**config.mk**
```make
export PLATFORM = sky130hd
export DESIGN_NAME = set_sequencer
export DESIGN_NICKNAME = d
export VERILOG_FILES = /design/src/rtl/set_seq_pkg.sv /design/src/rtl/mod_N_counter_en.sv /design/src/rtl/set_sequencer.sv
export SDC_FILE = /design/constraint.sdc
export NUM_CORES = 1
export LEC_CHECK = 0
export CORE_AREA = 2 2 39 41
export CTS_BUF_LIST = sky130_fd_sc_hd__clkbuf_8
export DETAILED_ROUTE_END_ITERATION = 12
export DIE_AREA = 0 0 41 43
export DONT_BUFFER_PORTS = 1
export MAX_ROUTING_LAYER = met4
export PLACE_DENSITY = 0.43
export SYNTH_ARGS = -nofsm -noshare
export SYNTH_HDL_FRONTEND = slang
export SYNTH_SLANG_ARGS = --single-unit
```
**constraint.sdc**
```tcl
create_clock -name clk -period 3.3 [get_ports clk]
set_input_delay 0.495 -clock clk [delete_from_list [all_inputs] [get_ports clk]]
set_output_delay 0.495 -clock clk [all_outputs]
set_load 0.05 [all_outputs]
```
**src/rtl/set_seq_pkg.sv**
```systemverilog
// Shared definitions for set_sequencer: FSM state encoding and default sizing.
package set_seq_pkg;

  typedef enum logic {
    COUNT = 1'b0,
    HOLD  = 1'b1
  } state_e;

  localparam int DEF_ITEMS_PER_SET  = 6;
  localparam int DEF_SETS_PER_FRAME = 2;
  localparam int DEF_ITEM_W         = $clog2(DEF_ITEMS_PER_SET);
  localparam int DEF_SET_W          = (DEF_SETS_PER_FRAME > 1) ? $clog2(DEF_SETS_PER_FRAME) : 1;

endpackage

```
**src/rtl/mod_N_counter_en.sv**
```systemverilog
// Wrapping modulo-N counter with enable. tc_o flags the terminal value N-1.
// Any value at or above N-1 (including unreachable encodings) loads 0 on the
// next enabled edge.
module mod_N_counter_en #(
  parameter int N = 6,
  parameter int W = 3
) (
  input  logic         clk,
  input  logic         rst,
  input  logic         en_i,
  output logic [W-1:0] cnt_o,
  output logic         tc_o
);

  logic [W-1:0] cnt_q;
  logic [W-1:0] cnt_d;

  localparam logic [W-1:0] LAST = W'(N - 1);

  // Next count: increment below the terminal value, otherwise wrap to zero.
  always_comb begin
    cnt_d = cnt_q;
    if (en_i) begin
      if (cnt_q >= LAST) cnt_d = '0;
      else               cnt_d = cnt_q + W'(1);
    end
  end

  // Count register with synchronous reset.
  always_ff @(posedge clk) begin
    if (rst) cnt_q <= '0;
    else     cnt_q <= cnt_d;
  end

  assign cnt_o = cnt_q;
  assign tc_o  = (cnt_q == LAST);

endmodule

```
**src/rtl/set_sequencer.sv**
```systemverilog
// set_sequencer: accepts items over valid/ready, groups them into sets and
// sets into frames, then holds with output_valid high until out_ack.
// Optional build macro SET_SEQ_OVERRUN_EN adds a sticky overrun flag that
// records in_valid seen while holding.
module set_sequencer
  import set_seq_pkg::*;
#(
  parameter int ITEMS_PER_SET  = DEF_ITEMS_PER_SET,
  parameter int ITEM_W         = DEF_ITEM_W,
  parameter int SETS_PER_FRAME = DEF_SETS_PER_FRAME,
  parameter int SET_W          = DEF_SET_W
) (
  input  logic              clk,
  input  logic              GlobalReset,
  input  logic              in_valid,
  output logic              in_ready,
  input  logic              out_ack,
  output logic [ITEM_W-1:0] item_cnt,
  output logic [SET_W-1:0]  set_cnt,
  output logic              next_set,
`ifdef SET_SEQ_OVERRUN_EN
  output logic              overrun,
`endif
  output logic              output_valid
);

  state_e state_q, state_d;
  logic   next_set_q, next_set_d;
  logic   accept;
  logic   item_tc;
  logic   set_tc;
  logic   set_en;

  assign in_ready = (state_q == COUNT) && !GlobalReset;
  assign accept   = in_valid && in_ready;
  assign set_en   = accept && item_tc;

  mod_N_counter_en #(
    .N (ITEMS_PER_SET),
    .W (ITEM_W)
  ) u_item_cnt (
    .clk   (clk),
    .rst   (GlobalReset),
    .en_i  (accept),
    .cnt_o (item_cnt),
    .tc_o  (item_tc)
  );

  mod_N_counter_en #(
    .N (SETS_PER_FRAME),
    .W (SET_W)
  ) u_set_cnt (
    .clk   (clk),
    .rst   (GlobalReset),
    .en_i  (set_en),
    .cnt_o (set_cnt),
    .tc_o  (set_tc)
  );

  // Next state and set-completion pulse; the last item of the last set
  // enters HOLD on the same edge that raises next_set.
  always_comb begin
    state_d    = state_q;
    next_set_d = 1'b0;
    unique case (state_q)
      COUNT: begin
        if (set_en) begin
          next_set_d = 1'b1;
          if (set_tc) state_d = HOLD;
        end
      end
      HOLD: begin
        if (out_ack) state_d = COUNT;
      end
      default: state_d = COUNT;
    endcase
  end

  // State and pulse registers; reset overrides ack and accept.
  always_ff @(posedge clk) begin
    if (GlobalReset) begin
      state_q    <= COUNT;
      next_set_q <= 1'b0;
    end else begin
      state_q    <= state_d;
      next_set_q <= next_set_d;
    end
  end

  assign next_set     = next_set_q;
  assign output_valid = (state_q == HOLD);

`ifdef SET_SEQ_OVERRUN_EN
  logic overrun_q;

  // Sticky flag: any item offered while holding is recorded until reset.
  always_ff @(posedge clk) begin
    if (GlobalReset)                          overrun_q <= 1'b0;
    else if ((state_q == HOLD) && in_valid)   overrun_q <= 1'b1;
  end

  assign overrun = overrun_q;
`endif

endmodule

```
== Word level (Yosys, flattened, before mapping) ==
Index checks and enable logic that the tools add are counted.

* Add/sub/neg operators: 2
* Order comparisons: 2
* Equal/unequal tests: 1
* Multiplexer cells: 7
* Bitwise operators: 1
* Reduce and logical (&&, ||, !) cells: 5

{| class="wikitable"
|+ Operators by type and width
! kind !! count
|-
| 1-bit 2-to-1 mux || 5
|-
| 3-bit by 1-bit adder with 3-bit output, second input constant || 1
|-
| 3-bit == test, second input constant || 1
|-
| 3-bit >= comparator, second input constant || 1
|-
| 1-bit logical AND || 3
|-
| 3-bit 2-to-1 mux || 1
|-
| 1-bit one-hot mux with 2 select lines || 1
|-
| 2-bit OR reduction || 1
|-
| 1-bit adder, second input constant || 1
|-
| 1-bit >= comparator, second input constant || 1
|-
| 1-bit zero test || 1
|-
| 1-bit inverter || 1
|}

* Register bits: 6
* Input bits: 4
* Output and inout bits: 7

== Depth between registers and ports, before layout ==
* Depth in word-level cells: 6
* Depth in mapped cells: 5
* Mapped depth without buffers: 5

== Modules after synthesis ==
Synthesis repeated with hierarchy kept, for this count alone.

* Cells, all modules: 28
* Area total of the unflattened synthesis: 291.5 um^2

{| class="wikitable"
|+ Modules (own cells, without submodules)
! module !! times used !! cells an instance !! area an instance (um^2) !! seq. area each (um^2)
|-
| mod_N_counter_en at u_item_cnt || 1 || 15 || 162.7 || 60.1
|-
| set_sequencer || 1 || 9 || 88.8 || 40.0
|-
| mod_N_counter_en at u_set_cnt || 1 || 4 || 40.0 || 20.0
|}

== Worst setup path after synthesis ==
Ideal clock, no wire load.

* Kind: reg-to-output
* From: register state_q (netlist: output_valid)
* To: output port in_ready
* Arrival time: 1.224 ns
* Data required time: 2.805 ns
* Setup slack: 1.581 ns
* Cell stages (with the launch flop): 2
* Path through: dfxtp_1 -> nor2_1

* Word-level cells in the longest chain between the ends: 2

{| class="wikitable"
|+ RTL lines
! item !! RTL line !! source
|-
| from (decl) || set_sequencer.sv:27 || <nowiki>state_e state_q, state_d;</nowiki>
|-
| from (signal assigned) || set_sequencer.sv:85 || <nowiki>state_q <= state_d;</nowiki>
|-
| 1-bit inverter || - ||
|-
| 1-bit logical AND || set_sequencer.sv:34 || <nowiki>assign in_ready = (state_q == COUNT) && !GlobalReset;</nowiki>
|-
| to (decl) || set_sequencer.sv:16 || <nowiki>output logic in_ready,</nowiki>
|}

No other way between the ends.

== Final worst setup path ==
Ends and elaborated chain as after synthesis.

==> flow_summary.toml <==
[finish]
area_growth_pct = 22.5
post-route-util_pct = 24.1
drive_gt1_share_pct = 12.9
num_antenna_cells = 0
final_cell_count_no_fill = 47
fin_area_um2 = 334
nets = 39

[min_path]
hp-start = "GlobalReset"
whs_path_depth = 1
holdPathEnd = "u_item_cnt.cnt_o[2]"
min_path_type = "in -> reg"

[synthesis]
syn_avg_cell_area_um2 = 9.74
synth_seq_cells = 6
synthTopCellsByArea = "dfxtp_1, ha_1, a21oi_1"
syn_area_um2 = 273
syn_inst = 28
synth.top_cell.area_share_pct = 44.0
ys_warn_count = 0
postSynthNetCount = 34
ys_seq_area_share_pct = 44.0
synth.largest_area_cell = "dfxtp_1"
yosysUniqueCellTypes = 18

[grt]
grt_pass1_vias = 188
antenna_found_initial = 0
grt_overflow = 0
grt_pass1_wl_um = 848
grt_max_degree = 9
grt_usage_pct = 8.02

[placed_design]
globalplace.congestion = 0.746
dp.cells = 44
dp_worst_setup_slack_ns = 1.50
numPortBuffers = 0
dp_hpwl_um = 408
placed_cell_area_um2 = 293

[timing]
final.min_clock_period_ns = 1.99
fmax_ghz = 0.502
max-slew-margin-rel_pct = 40.5
setup_tns_ns = 0
post-route-period-util_pct = 60.3
skew_ns = 0.00167
fin_ws_ns = 1.31
hold_viol = 0
drv_slew = 0
setup_viol = 0
worst_pin_slew_ns = 0.889
rsz0062_at_grt = "false"

[routing]
wl_um = 569
routedWlPerCell_um = 12.1
remaining_drc_errors = 0
vias_per_cell = 4.55
first_pass_iters = 4
drtIter0Drc = 5
num_vias = 214
ant_nets = 0

[clocking]
cts_buffer_depth = 2
clkSinkCount = 6
clk_latency_ns = 0.22
cts_resized = 0
h-tree-depth = 1
clk_pin_slew_ns = 0.04
cts_buffers = 3
tritoncts = "yes"
cts.hold.buffers_added = 0
clk_root_buffer_cell = "clkbuf_8"
post_cts_buffers = 0

[setup_path]
cp_slowest_stage_delay_ns = 0.78
worst-path-buf-inv = 0
worstPathRequired_ns = 2.80
worstReg2RegStart = "u_item_cnt.cnt_o[1]"
end_kind = "output port"
critical_path.max_fanout = 5
path_depth = 1
cp_top_family = "simple AND/OR/NAND/NOR gates"
startpoint_type = "flop"
arrival_ns = 1.50
rr_worst_depth = 5
rr_endpoint = "u_item_cnt.cnt_o[0]"
cp_cell_sequence = "nor2_1"
crit_path_top_delay_cell = "nor2_1"
critPathKind = "reg -> out"
rrSetupSlack_ns = 1.50

[floorplan]
pin_count = 11
core_um2 = 1380
row_count = 14
start_util_pct = 19.7
dieWidth_um = 41
fp.dieH_um = 43
die_area_um2 = 1760

[power_and_ir_drop]
max-vdd-ir-drop_mv = 0.180
p_per_area_nw_per_um2 = 620
leakagePower_nw = 0.122

[status]
status = "finished, final reports clean"

[flow_run]
drv_cap = 0
## logic make-up (layout without fill, tap and decap cells)
kind of cell,count (synthesis),after routing,share of synthesized area (%)
buffers and inverters,1,4,1.37
multiplexers,1,1,3.67
flip-flops,6,6,44.0
adder cells (fa/ha/maj),2,2,9.17
AO/OA/AOI/OAI,6,6,13.3
AND/OR/NAND/NOR,12,12,28.4
## sequential cells by signal (all words and copies together) (netlist names)
register and flops:
output_valid 1, u_item_cnt.cnt_o 3, next_set 1, u_set_cnt.cnt_o 1
## cell usage after synthesis
master,number
nor2_1,1
nand4_1,1
and3_1,1
nand3b_1,1
or3_1,2
o21ai_0,1
dfxtp_1,6
nor3b_1,1
a21oi_1,3
or3b_4,1
ha_1,2
mux2i_1,1
nor4_1,1
nand2b_1,2
o31a_1,1
nand2_1,1
o31ai_1,1
inv_1,1
## placed cells by master (no fill, tap or decap), drive strengths merged
cell    count
a21oi       3
and3        1
clkbuf      3
dfxtp       6
ha          2
inv         1
mux2i       1
nand2       1
nand2b      2
nand3b      1
nand4       1
nor2        1
nor3b       1
nor4        1
o21ai       1
o31a        1
o31ai       1
or3         2
or3b        1
## how the worst max path moves through the flow
stage | end | from
CTS | in_ready | output_valid
global placement | u_item_cnt.cnt_o[0] | u_item_cnt.cnt_o[1]
detailed placement | u_item_cnt.cnt_o[0] | u_item_cnt.cnt_o[1]
global route | in_ready | output_valid
floorplan | in_ready | output_valid
finish | in_ready | output_valid
## through the flow
step,power (mW),hold WS [ns]
final,0.207,0.336
after global routing,0.217,0.333
after CTS,0.211,0.333
after detailed placement,0.0974,0.568
after global placement,0.0972,0.569
after floorplan,0.0953,0.564
## routing by layer
metal / wire, um / up-vias / share of wire [%] / track usage (%)
met5: 0 / - / 0 / -
met4: 0 / 0 / 0 / 4.00
met3: 56 / 0 / 9.8 / 8.90
met2: 261 / 6 / 46 / 10.3
met1: 250 / 98 / 44 / 7.07
li1: - / 110 / - / -
## cell type report
cell class                 count  area [um^2]
sequential                     6          120
multi-input combinational     21          149
inverter                       1         3.75
clock buffer                   3         41.3
fill                         153         1050
tap                           16         20.0
## power by group
group	internal [mW]	switching, mW	leakage, nW	total, mW
Clock	0.0784	0.0322	0.0216	0.111
Combinational	0.00519	0.00669	0.0514	0.0119
Sequential	0.0749	0.00965	0.0486	0.0845
(Power assumes the default switching activity.)
